`src/rtl/io_serdes_pkg.sv`:
```
// io_serdes_pkg: state encoding and beat-count helper shared by the stream serdes
package io_serdes_pkg;
  typedef logic [1:0] state_t;
  localparam state_t LOAD = 2'd0;
  localparam state_t CALC = 2'd1;
  localparam state_t OUT = 2'd2;
  function automatic int beats(input int width, input int bus);
    return width / bus;
  endfunction
endpackage

```
`src/rtl/io_serdes_shreg.sv`:
```
// io_serdes_shreg: beat-wide shift register with parallel load and clear
module io_serdes_shreg import io_serdes_pkg::*; #(
  parameter int WIDTH = 32,
  parameter int BUS = 8,
  parameter bit MSB_FIRST = 1
)(
  input logic clk,
  input logic reset,
  input logic clear,
  input logic load,
  input logic shift,
  input logic [WIDTH-1:0] load_data,
  input logic [BUS-1:0] din,
  output logic [WIDTH-1:0] q
);
  logic [WIDTH-1:0] shifted;
  // the same shift direction serves both shift-in and shift-out (din = 0)
  assign shifted = MSB_FIRST ? (q << BUS) | WIDTH'(din) : (q >> BUS) | (WIDTH'(din) << (WIDTH - BUS));
  always_ff @(posedge clk or posedge reset)
    if (reset) q <= '0;
    else if (clear) q <= '0;
    else if (load) q <= load_data;
    else if (shift) q <= shifted;
endmodule

```
`src/rtl/io_serdes_stream.sv`:
```
// io_serdes_stream: deserialise operands, pulse start_calc, serialise the core result back out
module io_serdes_stream import io_serdes_pkg::*; #(
  parameter int WIDTH = 32,
  parameter int BUS = 8,
  parameter int N_OPS = 2,
  parameter bit MSB_FIRST = 1
)(
  input logic clk,
  input logic reset,
  input logic [BUS-1:0] inputs,
  input logic in_valid,
  output logic in_ready,
  output logic [N_OPS*WIDTH-1:0] operands,
  output logic start_calc,
  input logic calc_done,
  input logic [WIDTH-1:0] z,
  output logic [BUS-1:0] outputs,
  output logic out_valid,
  input logic out_ready,
  input logic abort,
  output logic busy
);
  localparam int BEATS = beats(WIDTH, BUS);
  localparam int CW = BEATS > 1 ? $clog2(BEATS) : 1;
  localparam int OW = N_OPS > 1 ? $clog2(N_OPS) : 1;
  if (WIDTH % BUS != 0 || N_OPS < 1) begin : g_bad_params
    $error("io_serdes_stream: WIDTH must be a multiple of BUS and N_OPS must be >= 1");
  end
  state_t state;
  logic [CW-1:0] beat_cnt, beat_nxt;
  logic [OW-1:0] op_cnt;
  logic in_xfer, out_xfer, last_beat, last_op, res_load;
  logic [WIDTH-1:0] res_q;
  logic [BUS-1:0] res_beat;
  assign in_ready = state == LOAD;
  assign out_valid = state == OUT;
  assign in_xfer = in_valid && in_ready && !abort;
  assign out_xfer = out_valid && out_ready && !abort;
  assign last_beat = beat_cnt == CW'(BEATS - 1);
  assign last_op = op_cnt == OW'(N_OPS - 1);
  assign beat_nxt = last_beat ? '0 : beat_cnt + CW'(1);
  assign res_load = state == CALC && calc_done && !abort;
  assign res_beat = BUS'(MSB_FIRST ? res_q >> (WIDTH - BUS) : res_q);
  assign outputs = out_valid ? res_beat : '0;
  assign busy = state != LOAD || beat_cnt != '0 || op_cnt != '0;
  for (genvar k = 0; k < N_OPS; k++) begin : g_op
    io_serdes_shreg #(.WIDTH(WIDTH), .BUS(BUS), .MSB_FIRST(MSB_FIRST)) u_op (
      .clk(clk), .reset(reset), .clear(1'b0), .load(1'b0),
      .shift(in_xfer && op_cnt == OW'(k)), .load_data('0), .din(inputs),
      .q(operands[k*WIDTH +: WIDTH])
    );
  end
  io_serdes_shreg #(.WIDTH(WIDTH), .BUS(BUS), .MSB_FIRST(MSB_FIRST)) u_res (
    .clk(clk), .reset(reset), .clear(abort), .load(res_load),
    .shift(out_xfer), .load_data(z), .din('0), .q(res_q)
  );
  // beat_cnt is shared: it counts input beats in LOAD and output beats in OUT
  always_ff @(posedge clk or posedge reset)
    if (reset) begin
      state <= LOAD;
      beat_cnt <= '0;
      op_cnt <= '0;
      start_calc <= 1'b0;
    end else if (abort) begin
      state <= LOAD;
      beat_cnt <= '0;
      op_cnt <= '0;
      start_calc <= 1'b0;
    end else begin
      start_calc <= in_xfer && last_beat && last_op;
      if (in_xfer) begin
        beat_cnt <= beat_nxt;
        if (last_beat) op_cnt <= last_op ? '0 : op_cnt + OW'(1);
        if (last_beat && last_op) state <= CALC;
      end
      if (res_load) state <= OUT;
      if (out_xfer) begin
        beat_cnt <= beat_nxt;
        if (last_beat) state <= LOAD;
      end
    end
endmodule

```
`config.mk`:
```
export PLATFORM = sky130hd
export DESIGN_NAME = io_serdes_stream
export DESIGN_NICKNAME = d
export VERILOG_FILES = /design/src/rtl/io_serdes_pkg.sv /design/src/rtl/io_serdes_shreg.sv /design/src/rtl/io_serdes_stream.sv
export SDC_FILE = /design/constraint.sdc
export NUM_CORES = 1
export LEC_CHECK = 0
export BUFFER_PORTS_ARGS = -buffer_cell sky130_fd_sc_hd__clkbuf_2
export CAP_MARGIN = 15
export CORE_MARGIN = 8
export CORE_UTILIZATION = 40
export CTS_CLUSTER_SIZE = 20
export DETAILED_ROUTE_END_ITERATION = 7
export PLACE_DENSITY = 0.69
export REMOVE_ABC_BUFFERS = 1
export SKIP_CTS_REPAIR_TIMING = 1
export SLEW_MARGIN = 20
export SYNTH_ARGS = -nofsm -noshare
export SYNTH_HDL_FRONTEND = slang
export SYNTH_SLANG_ARGS = --single-unit
```
`constraint.sdc`:
```
create_clock -name clk -period 3.2 [get_ports clk]
set_input_delay 0.64 -clock clk [delete_from_list [all_inputs] [get_ports clk]]
set_output_delay 0.64 -clock clk [all_outputs]
set_load 0.02 [all_outputs]
```
Word level (Yosys, flattened, before mapping)
Cells that the tools add are included.
Word-level totals
  flip-flop bits (word level): 102
  latch bits: 0
  memory bits (writable): 0
  ROM bits: 0
  memories: 0
Operators by class
  $add $sub $neg: 2
  $mul: 0
  divide/modulo/power cells: 0
  order comparisons: 0
  equal/unequal tests: 3
  shifts and indexed selects: 0
  mux-type cells: 19
  bitwise logic cells: 3
  reductions and logical operators: 22
Operators with widths (count)
  $mux 32: 3
  $or 32x8->32: 2
  $mux 2: 10
  $logic_and 1x1->1: 11
  $mux 8: 1
  $reduce_bool 2->1: 4
  $reduce_bool 3->1: 2
  $mux 1: 5
  $eq 2x2->1 const B: 2
  $add 2x1->2 const B: 1
  $eq 2x1->1 const B: 1
  $logic_not 2->1: 1
  $logic_or 1x1->1: 2
  $reduce_and 2->1: 1
  $add 1x1->1 const B: 1
  $logic_not 1->1: 1
  $not 1->1: 1

Longest topological paths before layout
  depth after elaboration: 8
  gate-level depth with buffers: 6
  mapped depth without buffers: 4

Modules after synthesis
A second synthesis with hierarchy kept.
Unflattened totals
  cell total of the unflattened synthesis: 479
  area, all modules: 5440.2 um^2
Modules (own cells, without submodules)
  io_serdes_shreg: times used 3, cells each 143, area each 1674.1 um^2, seq. area each 800.8 um^2
  io_serdes_stream: times used 1, cells each 50, area each 417.9 um^2, seq. area each 150.1 um^2

Worst setup path after synthesis
No wires, ideal clock.
  path kind: reg2out
  start point: register state[1]
  end point: output port outputs[0]
  arrival time: 1300 ps
  path slack: 1260 ps
  cell stages (with the launch flop): 5
  cell sequence: dfrtp_1 > buf_2 > nor2b_1 > clkbuf_1 > and2_1
Between the ends
  longest elaborated chain between the ends: 2
RTL lines
  start: declaration: RTL line io_serdes_stream.sv:29  | state_t state;
  start signal: assignment: RTL line io_serdes_stream.sv:60  | state <= LOAD;
  start signal: assignment: RTL line io_serdes_stream.sv:65  | state <= LOAD;
  start signal: assignment: RTL line io_serdes_stream.sv:74  | if (last_beat && last_op) state <= CALC;
  $eq 2x2->1: RTL line io_serdes_stream.sv:36  | assign out_valid = state == OUT;
  via out_valid: RTL line io_serdes_stream.sv:18  | output logic out_valid,
  $mux 8: RTL line io_serdes_stream.sv:44  | assign outputs = out_valid ? res_beat : '0;
  end: declaration: RTL line io_serdes_stream.sv:17  | output logic [BUS-1:0] outputs,
The timed path passes the listed nets, and every way through them passes these cells.

Worst setup path in the final report
  start point: register state[1]
  end point: output port outputs[1]
Between the ends
  longest elaborated chain between the ends: 2
RTL lines (RTL line)
  $eq 2x2->1: io_serdes_stream.sv:36
  $mux 8: io_serdes_stream.sv:44
Every way passes these cells.

==> flow_metrics.tcl <==
set metrics [dict create \
    dp_slack_ps 915 \
    fin_util_pct 50.0 \
    status "complete, no violations" \
    dp_hpwl_mm 6.53 \
    drc 0 \
    synth.area.top_cells "dfrtp_1 (61%), mux2_2 (15%), a22oi_1 (4.3%), o21ai_0 (3.1%), inv_1 (2.7%)" \
    rsz0062_at_grt "no" \
    synth_area_sq_um 4170 \
    maxCapViolCount 0 \
    final_cells 572 \
    yosys.area.top_type_share_pct 61.2 \
    antenna_cells 0 \
    die_width_um 118 \
    place_inst 556 \
    synth.most_common_cell "dfrtp_1" \
    relSlewSlack_pct 38.5 \
    grt_usage_pct 13.4 \
    hold_class "in -> async" \
    ys_seq_area_share_pct 61.2 \
    pwr-share-comb_pct 19.0 \
    rows 37 \
    antenna_found_initial 0 \
    die_h_um 118 \
    synthCells 312 \
    clock.fmax_mhz 401 \
    cp_cell_sequence "nor2b_1 -> and2_1 -> clkbuf_2" \
    period_minus_slack_ps 2490 \
    grt_pass1_vias 2951 \
    synth_ff_type "dfrtp_1" \
    grt_overflow 0 \
    synth.distinct_cells 26 \
    numClockSinks 102 \
    finalSetupTns_ps 0 \
    gp_congestion 0.723 \
    cts_root_buf "clkbuf_8" \
    core_sq_um 10200 \
    slowest_stage "dfrtp_1" \
    setup_viol 0 \
    crit_fanout 12 \
    drt_iter0_markers 144 \
    pwr-share-clk_pct 29.0 \
    sw_frac_of_total_pct 30.1 \
    maxSlewViolCount 0 \
    power_density_nw_per_um2 572 \
    vias_per_cell 4.78 \
    seq_power_share_pct 51.9 \
    holdWs_ps 471 \
    setup_slack_ps 709 \
    skew_ps 9.74 \
    ant_nets 0 \
    htree_levels 3 \
    tightest_slew_ps 922 \
    clock_latency_ps 360 \
    layout-area-overhead-vs-synth_pct 22.6 \
    p_total_mw 2.92 \
    ys_ff_latch 102 \
    final-hold-violation-count 0 \
    clk_pin_slew_ps 100 \
    cts_buffer_depth 2 \
    cp.arrival_ps 1850 \
    irDropWorstVdd_uv 247 \
    final_net_count 479 \
    stdcell_area_sq_um 5110 \
    yosys-top-cells-count "dfrtp_1 (102), mux2_2 (57), inv_1 (30)" \
    dpl-instance-area_sq_um 4900 \
    synth_edf_count 0 \
    synthArstFlopShare_pct 100 \
    cpPeakStageDelay_ps 610 \
    cts_tree "built" \
    start_util_pct 40.8 \
    cp-end-kind "output port" \
    drive_gt1_share_pct 47.2 \
    ios 122 \
    cp.required_ps 2560 \
    drt_wl_total_mm 8.99 \
    layout_worst_path_cycle_share_pct 77.8 \
    wl_per_cell_um 15.7 \
    synth.avg_cell_area_sq_um 13.4 \
    p_switching_mw 0.881 \
    io_buffers 121 \
    dieArea_sq_um 13900 \
    cts_buffers 9 \
    vias 2732 \
    setup.worst_path.class "reg -> out" \
    p_int_mw 2.04 \
    grt_max_degree 77 \
    ys_warn_count 0 \
    drt-pass1-iter-count 4 \
    grt_pass1_wl_mm 15.3 \
    synth_top_area_cell "dfrtp_1" \
    cellLeakagePower_nw 2.56 \
    critical_path.startpoint_type "flop" \
]
-- layout by cell type, fill, tap and decap left out, types with 7 or more instances in the layout --
cell,instances
clkbuf_2,121
dfrtp_1,102
mux2_2,57
inv_1,29
o21ai_0,26
a22oi_1,24
clkbuf_8,10
mux2_1,8
and2_1,8
a22o_1,8
buf_4,7
-- flip-flops by register name (all words and copies together) (netlist names) --
signal	count
u_res.q	32
g_op.u_op.q	64
state	2
last_op	1
start_calc	1
beat_cnt	2
-- area by class of cell --
cell class,count,area [sq um]
inverters,30,115
flip-flops and latches,102,2550
multi-input cells,160,1400
fillers,930,5120
clock buffers,10,138
well taps,136,170
clock inverters,6,75.1
repair buffers,128,658
-- power groups by stage --
stage	Combinational (mW)	Sequential, mW	Clock (mW)
2_1_floorplan	0.164	1.70	0
3_3_place_gp	0.560	1.54	0
3_5_place_dp	0.570	1.55	0
4_1_cts	0.570	1.52	0.885
5_1_grt	0.599	1.54	0.928
6_report	0.557	1.52	0.849
-- worst max-delay path, delay by kind of cell, from the launching register on --
family	cells	cell delay (ps)
DFF	1	610
buffers and inverters	1	180
and+or+nand+nor	2	700
-- path summary, 6_finish.rpt --
| path | startpoint | to | slack [ps] | cells after the start |
|---|---|---|---|---|
| min in group clk | z[1] | u_res.q[1] | 490 | 2 |
| max in group asynchronous | reset | g_op[0].u_op.q[1] | 1970 | 3 |
| setup / recovery | state[1] | outputs[1] | 710 | 3 |
| hold reg to reg | u_res.q[1] | u_res.q[1] | 520 | 1 |
| setup reg to reg | state[0] | g_op[0].u_op.q[15] | 1250 | 4 |
| hold / removal | reset | u_res.q[7] | 470 | 2 |
-- kinds of logic (layout without fill, tap and decap cells) --
logic type,count (synthesis),after routing,share of synthesized area (%)
XOR/XNOR,1,1,0.210
AND/OR/NAND/NOR,28,28,4.35
adder cells (fa/ha/maj),2,2,0.600
AO/OA/AOI/OAI,63,63,9.90
flip-flops,102,102,61.2
buffers and inverters,50,174,5.94
multiplexers,66,66,17.8
-- routing by layer --
layer  global-route usage [%]  up-vias  share of wire [%]
li1                         -     1315                  -
met1                     16.1     1346                 42
met2                     22.4       61                 52
met3                     3.69       10                4.5
met4                     5.28        0                1.5
met5                        0        -                  0
Power figures use the tool's default switching activity.
